$ cat src/rtl/uart_rx_param_if.sv
// Client-side port bundle of the UART receiver: show-ahead FIFO read port, status and error flags.
// Latency/backpressure: none of its own; a full FIFO makes the receiver drop words and flag overrun.
interface uart_rx_param_if #(
    parameter int DATA_BITS = 8
);
    logic                 rd_en;
    logic                 clr_err;
    logic [DATA_BITS-1:0] rd_data;
    logic                 rd_valid;
    logic                 fifo_full;
    logic                 rx_busy;
    logic                 parity_err;
    logic                 frame_err;
    logic                 overrun_err;
    logic                 break_det;
    logic [3:0]           err_status;

    modport master (
        input  rd_en, clr_err,
        output rd_data, rd_valid, fifo_full, rx_busy,
               parity_err, frame_err, overrun_err, break_det, err_status
    );

    modport slave (
        output rd_en, clr_err,
        input  rd_data, rd_valid, fifo_full, rx_busy,
               parity_err, frame_err, overrun_err, break_det, err_status
    );
endinterface

$ cat src/rtl/uart_rx_param.sv
// UART receiver with 3-sample majority vote, parity/stop/break checks and a show-ahead FIFO; word written at stop-bit centre.
// No backpressure on the line: a full FIFO without a same-cycle pop drops the word and raises overrun_err.
module uart_rx_param #(
    parameter int CLK_FREQ   = 50_000_000,
    parameter int BAUD       = 115200,
    parameter int DATA_BITS  = 8,
    parameter int PARITY     = 0,
    parameter int STOP_BITS  = 1,
    parameter int FIFO_DEPTH = 4
) (
    input  logic            iCLK,
    input  logic            RST_n,
    input  logic            rx,
    uart_rx_param_if.master bus
);
    localparam int DIV = CLK_FREQ / BAUD;
    localparam int MID = DIV / 2;
    localparam int CW  = $clog2(DIV);
    localparam int AW  = $clog2(FIFO_DEPTH);
    localparam int BW  = $clog2(DATA_BITS);

    typedef enum logic [2:0] {S_IDLE, S_START, S_DATA, S_PAR, S_STOP, S_BRK} state_t;

    state_t               state, state_nxt;
    logic                 rx_meta, rx_s, rx_d;
    logic [CW-1:0]        cnt;
    logic [BW-1:0]        bit_idx;
    logic                 stop_idx;
    logic [DATA_BITS-1:0] data;
    logic                 par_bit, par_fault, stop_low_seen, stop_low_all;
    logic                 samp0, samp1, maj;
    logic                 start_edge, in_frame, decide, last_stop;
    logic                 brk, fe, pe, clean, push, pop, ovr;

    logic [DATA_BITS-1:0] mem [FIFO_DEPTH];
    logic [AW-1:0]        wr_ptr, rd_ptr;
    logic [AW:0]          count;
    logic                 full, not_empty;
    logic                 parity_q, frame_q, overrun_q, break_q;
    logic [3:0]           status_q;

    // Synchroniser resets to idle-high so a reset release never looks like a start edge.
    always_ff @(posedge iCLK or negedge RST_n) begin
        if (!RST_n) begin
            rx_meta <= 1'b1;
            rx_s    <= 1'b1;
            rx_d    <= 1'b1;
        end else begin
            rx_meta <= rx;
            rx_s    <= rx_meta;
            rx_d    <= rx_s;
        end
    end

    assign start_edge = (state == S_IDLE) && rx_d && !rx_s;
    assign in_frame   = (state == S_START) || (state == S_DATA) || (state == S_PAR) || (state == S_STOP);
    assign decide     = in_frame && (cnt == CW'(MID + 1));
    assign maj        = (samp0 & samp1) | (samp0 & rx_s) | (samp1 & rx_s);

    assign last_stop  = (state == S_STOP) && decide && (stop_idx == 1'(STOP_BITS - 1));
    assign brk        = last_stop && (data == '0) && !par_bit && stop_low_all && !maj;
    assign fe         = last_stop && (stop_low_seen || !maj) && !brk;
    assign pe         = last_stop && par_fault && !brk;
    assign clean      = last_stop && !stop_low_seen && maj && !par_fault;
    assign pop        = bus.rd_en && not_empty;
    assign push       = clean && (!full || pop);
    assign ovr        = clean && full && !pop;

    always_ff @(posedge iCLK or negedge RST_n) begin
        if (!RST_n) begin
            state <= S_IDLE;
        end else begin
            state <= state_nxt;
        end
    end

    always_comb begin
        state_nxt = state;
        case (state)
            S_IDLE:  if (start_edge) state_nxt = S_START;
            S_START: if (decide) state_nxt = maj ? S_IDLE : S_DATA;
            S_DATA:  if (decide && (bit_idx == BW'(DATA_BITS - 1)))
                         state_nxt = (PARITY != 0) ? S_PAR : S_STOP;
            S_PAR:   if (decide) state_nxt = S_STOP;
            S_STOP:  if (last_stop) state_nxt = brk ? S_BRK : S_IDLE;
            S_BRK:   if (rx_s) state_nxt = S_IDLE;
            default: state_nxt = S_IDLE;
        endcase
    end

    // The start-edge cycle counts as cnt 0, so bit k is decided k*DIV+MID+1 cycles later.
    always_ff @(posedge iCLK or negedge RST_n) begin
        if (!RST_n) begin
            cnt           <= '0;
            bit_idx       <= '0;
            stop_idx      <= 1'b0;
            data          <= '0;
            par_bit       <= 1'b0;
            par_fault     <= 1'b0;
            stop_low_seen <= 1'b0;
            stop_low_all  <= 1'b1;
            samp0         <= 1'b1;
            samp1         <= 1'b1;
        end else if (start_edge) begin
            cnt           <= CW'(1);
            bit_idx       <= '0;
            stop_idx      <= 1'b0;
            data          <= '0;
            par_bit       <= 1'b0;
            par_fault     <= 1'b0;
            stop_low_seen <= 1'b0;
            stop_low_all  <= 1'b1;
        end else begin
            if (state == S_IDLE)          cnt <= '0;
            else if (cnt == CW'(DIV - 1)) cnt <= '0;
            else                          cnt <= cnt + CW'(1);
            if (cnt == CW'(MID - 1)) samp0 <= rx_s;
            if (cnt == CW'(MID))     samp1 <= rx_s;
            if (decide) begin
                case (state)
                    S_DATA: begin
                        data[bit_idx] <= maj;
                        bit_idx       <= bit_idx + BW'(1);
                    end
                    S_PAR: begin
                        par_bit   <= maj;
                        par_fault <= (^data) ^ maj ^ (PARITY == 1);
                    end
                    S_STOP: begin
                        stop_idx      <= stop_idx + 1'b1;
                        stop_low_seen <= stop_low_seen | !maj;
                        stop_low_all  <= stop_low_all & !maj;
                    end
                    default: ;
                endcase
            end
        end
    end

    assign full      = (count == (AW + 1)'(FIFO_DEPTH));
    assign not_empty = (count != '0);

    always_ff @(posedge iCLK) begin
        if (push) mem[wr_ptr] <= data;
    end

    always_ff @(posedge iCLK or negedge RST_n) begin
        if (!RST_n) begin
            wr_ptr <= '0;
            rd_ptr <= '0;
            count  <= '0;
        end else begin
            if (push) wr_ptr <= wr_ptr + AW'(1);
            if (pop)  rd_ptr <= rd_ptr + AW'(1);
            case ({push, pop})
                2'b10:   count <= count + (AW + 1)'(1);
                2'b01:   count <= count - (AW + 1)'(1);
                default: ;
            endcase
        end
    end

    // A new error in the same cycle as clr_err survives the clear.
    always_ff @(posedge iCLK or negedge RST_n) begin
        if (!RST_n) begin
            parity_q  <= 1'b0;
            frame_q   <= 1'b0;
            overrun_q <= 1'b0;
            break_q   <= 1'b0;
            status_q  <= '0;
        end else begin
            parity_q  <= pe;
            frame_q   <= fe;
            overrun_q <= ovr;
            break_q   <= brk;
            status_q  <= (status_q & ~{4{bus.clr_err}}) | {brk, ovr, fe, pe};
        end
    end

    assign bus.rd_data     = not_empty ? mem[rd_ptr] : '0;
    assign bus.rd_valid    = not_empty;
    assign bus.fifo_full   = full;
    assign bus.rx_busy     = (state != S_IDLE);
    assign bus.parity_err  = parity_q;
    assign bus.frame_err   = frame_q;
    assign bus.overrun_err = overrun_q;
    assign bus.break_det   = break_q;
    assign bus.err_status  = status_q;
endmodule

$ cat src/flat_wrapper.sv
// flat-port wrapper written by rule: the top's interface ports become plain ports
module uart_rx_param_flat 
#(
    parameter int CLK_FREQ   = 50_000_000,
    parameter int BAUD       = 115200,
    parameter int DATA_BITS  = 8,
    parameter int PARITY     = 0,
    parameter int STOP_BITS  = 1,
    parameter int FIFO_DEPTH = 4
)
  (iCLK, RST_n, rx, bus_rd_en, bus_clr_err, bus_rd_data, bus_rd_valid, bus_fifo_full, bus_rx_busy, bus_parity_err, bus_frame_err, bus_overrun_err, bus_break_det, bus_err_status);
  uart_rx_param_if #(.DATA_BITS(DATA_BITS)) bus_i ();
  input  logic iCLK;
  input  logic RST_n;
  input  logic rx;
  input wire logic [$bits(bus_i.rd_en)-1:0] bus_rd_en;
  input wire logic [$bits(bus_i.clr_err)-1:0] bus_clr_err;
  output wire logic [$bits(bus_i.rd_data)-1:0] bus_rd_data;
  output wire logic [$bits(bus_i.rd_valid)-1:0] bus_rd_valid;
  output wire logic [$bits(bus_i.fifo_full)-1:0] bus_fifo_full;
  output wire logic [$bits(bus_i.rx_busy)-1:0] bus_rx_busy;
  output wire logic [$bits(bus_i.parity_err)-1:0] bus_parity_err;
  output wire logic [$bits(bus_i.frame_err)-1:0] bus_frame_err;
  output wire logic [$bits(bus_i.overrun_err)-1:0] bus_overrun_err;
  output wire logic [$bits(bus_i.break_det)-1:0] bus_break_det;
  output wire logic [$bits(bus_i.err_status)-1:0] bus_err_status;
  assign bus_i.rd_en = bus_rd_en;
  assign bus_i.clr_err = bus_clr_err;
  assign bus_rd_data = bus_i.rd_data;
  assign bus_rd_valid = bus_i.rd_valid;
  assign bus_fifo_full = bus_i.fifo_full;
  assign bus_rx_busy = bus_i.rx_busy;
  assign bus_parity_err = bus_i.parity_err;
  assign bus_frame_err = bus_i.frame_err;
  assign bus_overrun_err = bus_i.overrun_err;
  assign bus_break_det = bus_i.break_det;
  assign bus_err_status = bus_i.err_status;
  uart_rx_param #(.CLK_FREQ(CLK_FREQ), .BAUD(BAUD), .DATA_BITS(DATA_BITS), .PARITY(PARITY), .STOP_BITS(STOP_BITS), .FIFO_DEPTH(FIFO_DEPTH)) u_core (.iCLK(iCLK), .RST_n(RST_n), .rx(rx), .bus(bus_i));
endmodule
$ cat config.mk
export PLATFORM = sky130hd
export DESIGN_NAME = uart_rx_param_flat
export DESIGN_NICKNAME = d
export VERILOG_FILES = /design/src/rtl/uart_rx_param_if.sv /design/src/rtl/uart_rx_param.sv /design/src/flat_wrapper.sv
export SDC_FILE = /design/constraint.sdc
export NUM_CORES = 1
export LEC_CHECK = 0
export CORE_MARGIN = 1.5
export CORE_UTILIZATION = 30
export CTS_CLUSTER_DIAMETER = 80
export DETAILED_ROUTE_END_ITERATION = 12
export GPL_ROUTABILITY_DRIVEN = 1
export PLACE_DENSITY = 0.57
export SLEW_MARGIN = 10
export SYNTH_ARGS = -nofsm -noshare
export SYNTH_HDL_FRONTEND = slang
export SYNTH_SLANG_ARGS = --single-unit
export TNS_END_PERCENT = 50
$ cat constraint.sdc
create_clock -name iCLK -period 2.6 [get_ports iCLK]
set_input_delay 0.26 -clock iCLK [delete_from_list [all_inputs] [get_ports iCLK]]
set_output_delay 0.26 -clock iCLK [all_outputs]
set_load 0.005 [all_outputs]
==> results.txt <==
Outcome = complete, no violations
Share of layout cells above drive strength 1 = 17.1%
Ant diodes = 0
Via count = 2368
WL final = 7000 um
Buffers on Ports = 23
Starting Density = 31.1%
M3 GR Usage = 3.00%
Fraction of synthesized area in multiplexers = 6.39%
Register area share after synthesis = 57.4%
Max Slew Vio Count = 0
CTS tree = built
Setup CP Type = flip-flop to flip-flop
Largest family of logic cells by synthesized area = simple AND/OR/NAND/NOR gates
Overall die width = 115 um
Final setup viols = 0
RSZ-0062 raised after global routing = no
Adder-cell share of the synthesized area = 5.46%
EDFF count, synth = 32
Core Footprint = 12200 sq um
Slew @ Worst Pin = 1050 ps
Syn nets = 317
Busiest grt layer = met2
Post-synthesis register bit count = 80
NumNets Final = 354
Leakage = 1.89 nW
Met1 usage = 15.6%
Startpoint types = flip-flop
Die ar. = 13300 sq um
Total negative setup slack = 0 ps
Worst EP arrival = 2630 ps
Synth-to-Final Area Change = 20.4%
MaxCap Viol Count = 0
Final worst setup slack = 235 ps
Clock sink count = 80
Gpl congestion = 0.855
Final Cycle Share = 91.0%
Vias in the first global route = 2414
Postcts setup bufs = 0
Synthesized netlist cell count = 297
Pre-CTS setup slack = 171 ps
XOR/XNOR Fraction of Synth Area = 3.94%
Average instance area after synthesis = 12.7 sq um
Critical Path End Type = flip-flop
Overall Global Routing Usage = 11.7%
Req. time, crit path = 2870 ps
Pin count of the biggest net entering global routing = 47
Num CTS Buffers = 9
Initial antenna violation count = 0
Clk slew on worst S/H paths = 60 ps
Final Hold Viols = 0
Routed Antenna Nets = 0
Simple-gate share of the synthesized area = 16.5%
DRC marker count from the first detailed-route iteration = 129
Row cnt = 40
Slew Limit Headroom = 30.1%
Detailed placement HPWL = 4940 um
First-pass GRT wire length = 12000 um
F_max = 423 MHz
Worst-skew pair later-pin latency = 330 ps
DR DRC count = 0
Drt first pass iters = 4
Root Buffer Master = clkbuf_16
PostCTS Resize Cnt = 0
Max IR drop VDD = 0.668 mV
Synth Flop Type = dfrtp_1
Hold buffer count at cts = 0
Avg WL per Cell = 13.8 um
Worst-path fanout max = 5
Synthesized cell area = 3780 sq um
Post-synthesis async set-or-reset flop share = 60.0%
Clk buf depth = 2
Clock skew = 6.91 ps
Chip Height = 115 um
Synth cell types = 54
Via/cell ratio = 4.67
Synth Warn # = 0
Pwr/cell area = 669 nW/um^2
Worst Hold Class = input port to asynchronous set/reset pin
CTS H-tree depth = 3
GR Overflow Total = 0
I/O pin total = 24
Post-layout min period = 2360 ps
Compound-Gate Fraction of Synth Area = 6.98%
Met2 Usage GRT = 18.7%
-- kinds of logic after synthesis --
| logic type | count (synthesis) |
|---|---|
| AO/OA/AOI/OAI | 36 |
| flip-flops | 80 |
| multiplexers | 14 |
| adder cells (fa/ha/maj) | 16 |
| AND/OR/NAND/NOR | 104 |
| XOR/XNOR | 17 |
| buffers and inverters | 30 |
-- critical path: stages (launching register included) --
cell and delay [ps]:
dfrtp_1 410, inv_1 90, ha_1 200, and4bb_2 270, nor4b_4 370, a31oi_2 180, inv_1 100, fa_1 400
a21oi_1 140, o21a_1 130
-- path summary, 6_finish.rpt --
path / end / slack, ps / from / cells after the start
min in group iCLK: u_core.rx_meta$_DFF_PN1_ / 340 / rx / 1
setup reg to reg: u_core.count[1]$_DFFE_PN0P_ / 240 / u_core.cnt[0]$_DFF_PN0_ / 9
hold reg to reg: u_core.rx_s$_DFF_PN1_ / 350 / u_core.rx_meta$_DFF_PN1_ / 0
setup / recovery: u_core.count[1]$_DFFE_PN0P_ / 240 / u_core.cnt[0]$_DFF_PN0_ / 9
hold / removal: u_core.state[2]$_DFFE_PN0P_ / 120 / RST_n / 1
max in group asynchronous: u_core.samp0$_DFFE_PN1P_ / 1750 / RST_n / 2
-- state kept, by name (all words and copies together) (netlist names), 2 cells and up --
name,flops
u_core.data,8
u_core.bit_idx,3
u_core.bus.err_status,4
u_core.rd_ptr,2
u_core.wr_ptr,2
u_core.count,3
u_core.cnt,9
u_core.mem,32
u_core.state,3
-- power by group --
| part | internal [mW] | switching [mW] | leakage (nW) |
|---|---|---|---|
| logic | 0.178 | 0.223 | 0.746 |
| clock network | 0.740 | 0.485 | 0.140 |
| registers | 1.36 | 0.0575 | 1.00 |
-- synthesized netlist by cell type (5+ instances only) --
master / instances / share of area [%]
o31ai_1: 7 / 1.4
xnor2_1: 14 / 3.2
mux2i_1: 5 / 1.3
mux4_2: 8 / 4.8
dfrtp_1: 42 / 28
and2_1: 13 / 2.2
o21ai_0: 6 / 0.79
inv_1: 22 / 2.2
ha_1: 14 / 4.6
dfstp_2: 6 / 4.2
nand3_1: 13 / 1.7
nor2_1: 26 / 2.6
edfxtp_1: 32 / 25
nand2_1: 13 / 1.3
a21oi_1: 6 / 0.79
-- final cells by class --
class                      instances  area, sq um
multi-input combinational        187         1490
sequential                        80         2170
inverter                          22         82.6
fill                            1187         7610
tap                              168          210
clock inverter                     6         60.1
clock buffer                      10          229
timing repair buffer              34          308
-- placed cells by master, fill, tap and decap left out, drive strengths merged, types with 4 or more instances in the layout --
cell	synthesis	final
nand2	13	13
mux2i	5	5
clkbuf	3	10
o31ai	7	7
nor2	27	27
nand4	4	4
dfstp	6	6
and2	14	14
dfrtp	42	42
inv	22	23
o21ai	6	6
nor3	4	4
nor4b	5	5
mux4	8	8
a21o	4	4
buf	5	12
o21a	4	4
a21oi	6	6
nand3	15	15
and3	4	4
clkdlybuf4s50	0	22
ha	14	14
xnor2	14	14
edfxtp	32	32
-- stage by stage --
| step | util, % | hold slack, ps | instances | power (mW) | area [sq um] |
|---|---|---|---|---|---|
| final | 37.4 | 120 | 507 | 3.04 | 4550 |
| after global routing | 37.4 | 198 | 507 | 3.20 | 4550 |
| after CTS | 37.4 | 159 | 507 | 3.09 | 4540 |
| after detailed placement | 35.0 | 348 | 491 | 1.85 | 4250 |
| after global placement | 35.0 | 347 | 491 | 1.84 | 4250 |
| after floorplan | - | -35.6 | 297 | 1.71 | 3780 |
-- layer usage --
metal,up-vias,wire [um]
met3,6,216
met5,-,0
met1,1182,3390
met2,34,3320
met4,0,76
li1,1146,-
(Power assumes the default switching activity.)
